`config.mk`:
```
export PLATFORM = sky130hd
export DESIGN_NAME = mips_muldiv_unit
export DESIGN_NICKNAME = d
export VERILOG_FILES = /design/src/rtl/mips_pkg.sv /design/src/rtl/mips_muldiv_core.sv /design/src/rtl/mips_muldiv_unit.sv
export SDC_FILE = /design/constraint.sdc
export NUM_CORES = 1
export LEC_CHECK = 0
export CORE_AREA = 2 2 181 183
export DETAILED_ROUTE_END_ITERATION = 10
export DIE_AREA = 0 0 183 185
export PLACE_DENSITY = 0.79
export SYNTH_ARGS = -nofsm -noshare
export SYNTH_HDL_FRONTEND = slang
export SYNTH_SLANG_ARGS = --single-unit
```
`constraint.sdc`:
```
create_clock -name clk -period 12.8 [get_ports clk]
set_clock_uncertainty 0.1 [all_clocks]
set_input_delay 3.84 -clock clk [delete_from_list [all_inputs] [get_ports clk]]
set_output_delay 3.84 -clock clk [all_outputs]
set_load 0.02 [all_outputs]
```
`src/rtl/mips_pkg.sv`:
```
// Shared definitions for the MIPS multiply/divide unit: operand width, op codes, FSM states.
// No logic here; imported by the unit and its iterative core.
package mips_pkg;

    localparam int XLEN = 32;

    typedef enum logic [2:0] {
        MD_NONE  = 3'd0,
        MD_MULT  = 3'd1,
        MD_MULTU = 3'd2,
        MD_DIV   = 3'd3,
        MD_DIVU  = 3'd4,
        MD_MTHI  = 3'd5,
        MD_MTLO  = 3'd6
    } md_op_t;

    typedef enum logic [1:0] {
        MD_IDLE = 2'd0,
        MD_MUL  = 2'd1,
        MD_DIV_ST = 2'd2
    } md_state_t;

endpackage

```
`src/rtl/mips_muldiv_core.sv`:
```
// Unsigned shift-add multiplier / restoring divider, one bit per step; load seeds operands.
// res_hi/res_lo are the combinational values the registers take on the next step (no backpressure).
module mips_muldiv_core #(
    parameter int XLEN = mips_pkg::XLEN
) (
    input  logic            clk,
    input  logic            rst,
    input  logic            load,
    input  logic            step,
    input  logic            is_div,
    input  logic [XLEN-1:0] a_in,
    input  logic [XLEN-1:0] b_in,
    output logic [XLEN-1:0] res_hi,
    output logic [XLEN-1:0] res_lo
);
    import mips_pkg::*;

    // mul: r = running upper product, a = multiplier shifting out LSB-first, b = multiplicand
    // div: r = partial remainder, a = dividend shifting out / quotient shifting in, b = divisor
    logic [XLEN-1:0] r, a, b;
    logic            mode_div;

    logic [XLEN:0]   mul_add, mul_sum, shifted, diff;
    logic [XLEN-1:0] r_n, a_n;

    always_comb begin
        mul_add = a[0] ? {1'b0, b} : '0;
        mul_sum = {1'b0, r} + mul_add;
        shifted = {r, a[XLEN-1]};
        diff    = shifted - {1'b0, b};
        if (mode_div) begin
            if (!diff[XLEN]) begin
                r_n = diff[XLEN-1:0];
                a_n = {a[XLEN-2:0], 1'b1};
            end else begin
                r_n = shifted[XLEN-1:0];
                a_n = {a[XLEN-2:0], 1'b0};
            end
        end else begin
            r_n = mul_sum[XLEN:1];
            a_n = {mul_sum[0], a[XLEN-1:1]};
        end
    end

    assign res_hi = r_n;
    assign res_lo = a_n;

    always_ff @(posedge clk or posedge rst) begin
        if (rst) begin
            r        <= '0;
            a        <= '0;
            b        <= '0;
            mode_div <= 1'b0;
        end else if (load) begin
            r        <= '0;
            a        <= a_in;
            b        <= b_in;
            mode_div <= is_div;
        end else if (step) begin
            r <= r_n;
            a <= a_n;
        end
    end

endmodule

```
`src/rtl/mips_muldiv_unit.sv`:
```
// MIPS HI/LO unit: MULT/MULTU/DIV/DIVU in ITER cycles (div-by-zero in 1), MTHI/MTLO in 1 cycle.
// Starts only accepted when idle; stall tells decode to hold start/MFxx while an op iterates.
module mips_muldiv_unit #(
    parameter int XLEN = mips_pkg::XLEN,
    parameter int ITER = XLEN
) (
    input  logic            clk,
    input  logic            rst,
    input  logic            start,
    input  logic [2:0]      op,
    input  logic            mf_req,
    input  logic [XLEN-1:0] rs_val,
    input  logic [XLEN-1:0] rt_val,
    output logic            busy,
    output logic            done,
    output logic            stall,
    output logic            div_by_zero,
    output logic [XLEN-1:0] hi,
    output logic [XLEN-1:0] lo
);
    import mips_pkg::*;

    localparam int CW = $clog2(ITER) + 1;

    md_state_t         state;
    logic [CW-1:0]     counter;
    logic              neg_lo, neg_hi, dz_pend;
    logic [XLEN-1:0]   dz_val;

    logic              is_signed, is_mul, is_div, accept, last;
    logic              rs_neg, rt_neg;
    logic [XLEN-1:0]   rs_mag, rt_mag;
    logic [XLEN-1:0]   res_hi, res_lo, quo_s, rem_s;
    logic [2*XLEN-1:0] prod, prod_s;

    always_comb begin
        is_signed = (op == MD_MULT) || (op == MD_DIV);
        is_mul    = (op == MD_MULT) || (op == MD_MULTU);
        is_div    = (op == MD_DIV)  || (op == MD_DIVU);
        accept    = start && (state == MD_IDLE) &&
                    (is_mul || is_div || op == MD_MTHI || op == MD_MTLO);
        rs_neg    = is_signed && rs_val[XLEN-1];
        rt_neg    = is_signed && rt_val[XLEN-1];
        rs_mag    = rs_neg ? -rs_val : rs_val;
        rt_mag    = rt_neg ? -rt_val : rt_val;
        last      = (counter == CW'(ITER - 1));
        prod      = {res_hi, res_lo};
        prod_s    = neg_lo ? -prod : prod;
        quo_s     = neg_lo ? -res_lo : res_lo;
        rem_s     = neg_hi ? -res_hi : res_hi;
    end

    assign stall = busy && (start || mf_req);

    mips_muldiv_core #(.XLEN(XLEN)) u_core (
        .clk    (clk),
        .rst    (rst),
        .load   (accept && (is_mul || is_div)),
        .step   (state != MD_IDLE),
        .is_div (is_div),
        .a_in   (rs_mag),
        .b_in   (rt_mag),
        .res_hi (res_hi),
        .res_lo (res_lo)
    );

    always_ff @(posedge clk or posedge rst) begin
        if (rst) begin
            state       <= MD_IDLE;
            counter     <= '0;
            busy        <= 1'b0;
            done        <= 1'b0;
            div_by_zero <= 1'b0;
            hi          <= '0;
            lo          <= '0;
            neg_lo      <= 1'b0;
            neg_hi      <= 1'b0;
            dz_pend     <= 1'b0;
            dz_val      <= '0;
        end else begin
            done <= 1'b0;
            case (state)
                MD_IDLE: begin
                    if (accept) begin
                        div_by_zero <= 1'b0;
                        counter     <= '0;
                        neg_lo      <= rs_neg ^ rt_neg;
                        neg_hi      <= rs_neg;
                        dz_pend     <= is_div && (rt_val == '0);
                        dz_val      <= rs_val;
                        case (op)
                            MD_MTHI: hi <= rs_val;
                            MD_MTLO: lo <= rs_val;
                            MD_MULT, MD_MULTU: begin
                                state <= MD_MUL;
                                busy  <= 1'b1;
                            end
                            MD_DIV, MD_DIVU: begin
                                state <= MD_DIV_ST;
                                busy  <= 1'b1;
                            end
                            default: ;
                        endcase
                    end
                end
                MD_MUL: begin
                    counter <= counter + 1'b1;
                    if (last) begin
                        {hi, lo} <= prod_s;
                        state    <= MD_IDLE;
                        busy     <= 1'b0;
                        done     <= 1'b1;
                    end
                end
                MD_DIV_ST: begin
                    counter <= counter + 1'b1;
                    // Zero divisor skips iteration: HI keeps the dividend, LO saturates.
                    if (dz_pend) begin
                        hi          <= dz_val;
                        lo          <= '1;
                        div_by_zero <= 1'b1;
                        state       <= MD_IDLE;
                        busy        <= 1'b0;
                        done        <= 1'b1;
                    end else if (last) begin
                        lo    <= quo_s;
                        hi    <= rem_s;
                        state <= MD_IDLE;
                        busy  <= 1'b0;
                        done  <= 1'b1;
                    end
                end
                default: begin
                    state <= MD_IDLE;
                    busy  <= 1'b0;
                end
            endcase
        end
    end

endmodule
```
==> results.cfg <==
[synthesis]
ys_ff_latch = 207
synth_top_family_by_area = compound AO/OA/AOI/OAI gates
synth-compound-area-share = 0.266
yosys_warnings = 0
yosys-mux-area-fraction = 0.0381
synth_ff_type = dfrtp_1
synth_xor_area_frac = 0.0853
synthCells = 2410
synth_simple_gate_area_frac = 0.228
synth.area.top_cells = dfrtp_1 (28%), nand2_1 (7.0%), a21oi_1 (6.7%)
synthAdderAreaFrac = 0.0516
synthArstFlopShare = 1.00
synth-edff-count = 0
synth_top_cell_area_share = 0.280
syn_area_per_cell_um2 = 7.67
synth_nets = 2556
synth_area_um2 = 18500
yosysTopAreaCell = dfrtp_1
yosysUniqueCellTypes = 106
seq_area_frac_synth = 0.280

[worst_setup_path]
cpMostUsedCell = clkdlybuf4s50_1
startpoint_type = primary input
cp_slowest_cell = clkdlybuf4s50_1
worstPathMaxFanout = 5
endpoint_kind = output pin
worst-path-buf-inv = 2
crit_chain = clkdlybuf4s50_1 -> o21a_1 -> clkdlybuf4s50_1
crit_path_max_incr_delay_ps = 590
crit_family = buffers and inverters
critPathRequiredTime_ps = 8860
worstSetupPathType = primary input to output pin
arrival_ps = 5120

[flow_run]
cap_violations = 0

[cells_and_area]
diodes = 0
areaGrowthSynthToFinish_pct = 12.6
layout_common_cells = nand2_1 (345), a21oi_1 (247), o21ai_0 (236)
layout_commonest_cell = nand2_1
layout-drive-gt1-share = 0.0628
final_nets = 2594

[drt]
vias = 19100
viasPerCell = 6.64
drt_iter0_drc = 2184
firstDrtPassIters = 6
wl_per_cell_um = 22.6
wirelength_um = 65100
ant_nets = 0
drc = 0

[grt]
overflow = 0
grt_use_total = 0.382
grt_pass1_vias = 18000
grt_antenna_before_repair = 0
grt_max_degree = 92
grt_pass1_wl_um = 102000

[cts]
cts_root_buf = clkbuf_16
post_cts.repair.setup_buffers = 0
cts_tree = done
h-tree-depth = 1
cts.sinks = 207
cts_made_buffers = 26
cts_resized = 0
clk_path_buf_depth = 3
clk_latency_ps = 560
clkTransAtPathRegs_ps = 60
ctsHoldBuffers = 0

[place]
dp_hpwl_um = 48300
dpl_worst_slack_ps = 3740
port-buffer-count = 138
gp_congestion = 1.02

[sta]
relSlewSlack = 0.190
rsz0062_at_grt = false
finalMaxSlewViolations = 0
tns_ps = 0
hold_viol = 0
fin_ws_ps = 3740
setup_violations = 0
worstMarginPinSlew_ps = 1210
post-route-period-util = 0.708
fmax_mhz = 110
post-route-min-period_ps = 9060

[status]
outcome = complete, no violations

[die]
die-area_um2 = 33900
die_h_um = 185
rows = 66
start_util = 0.577
pin_count = 139
coreArea_um2 = 32000
die_x_um = 183

[hold_path]
worstHoldPathType = flop to flop
## synthesized netlist by cell type (18+ instances only)
library cell	count
a21o_1	33
nor2b_1	21
nand3_1	66
clkbuf_1	117
nand4_1	18
buf_2	20
inv_1	72
nor2_1	163
and2_1	46
a21oi_1	247
a31oi_1	26
o21ai_0	236
or3_1	38
xnor2_1	89
xor2_1	91
dfrtp_1	207
and3_1	26
nor3_1	56
a221oi_1	22
o31ai_1	25
mux2_2	26
ha_1	73
nand2_1	345
mux2i_1	40
## layer usage
metal	global-route usage	vias to the layer above	share of wire
met3	0.0731	192	0.10
met4	0.156	0	0.045
met5	0	-	0
li1	-	8753	-
met1	0.505	9122	0.40
met2	0.617	1025	0.45
## logic make-up (layout without fill, tap and decap cells)
kind of cell    Yosys count  after routing
compound gates          776            776
xor+xnor                180            180
fa+ha+maj                75             75
buf+inv                 228            285
flops                   207            207
mux                      67             67
simple gates            877            877
## registers in the layout, summed over array words and instances, names as in the netlist, 2 cells and up
register	flops
counter	6
u_core.b	32
lo	32
u_core.r	32
state	2
u_core.a	32
hi	32
dz_val	32
## area by class of cell
cell class,instances,area (µm²)
inverter,75,289
multi-input combinational,1975,12400
clock inverter,7,101
clock buffer,40,783
timing repair buffer,163,1570
tap,408,510
sequential,207,5180
fill,2848,11200
## stage by stage
| stage | instance area, µm² | util | hold WS (ps) | instances |
|---|---|---|---|---|
| floorplan | 18500 | - | 340 | 2410 |
| global placement | 19900 | 0.622 | 357 | 2828 |
| detailed placement | 19900 | 0.622 | 363 | 2828 |
| CTS | 20800 | 0.650 | 377 | 2875 |
| global route | 20800 | 0.650 | 404 | 2875 |
| finish | 20800 | 0.650 | 374 | 2875 |
## worst paths after layout
| kind | startpoint | endpoint | slack, ps | depth (start not counted) |
|---|---|---|---|---|
| max in group asynchronous | rst | u_core.b[11]$_DFFE_PP0P_ | 7510 | 3 |
| min | hi[3]$_DFFE_PP0P_ | hi[3]$_DFFE_PP0P_ | 370 | 1 |
| max reg2reg | u_core.a[31]$_DFFE_PP0P_ | hi[30]$_DFFE_PP0P_ | 4810 | 24 |
| min in group asynchronous | rst | lo[19]$_DFFE_PP0P_ | 3640 | 2 |
| max | start | stall | 3740 | 3 |
| min reg2reg | hi[3]$_DFFE_PP0P_ | hi[3]$_DFFE_PP0P_ | 370 | 1 |
Power is not shown: default switching activity piles up to over one toggle a cycle in this logic, so the estimate is an artifact.
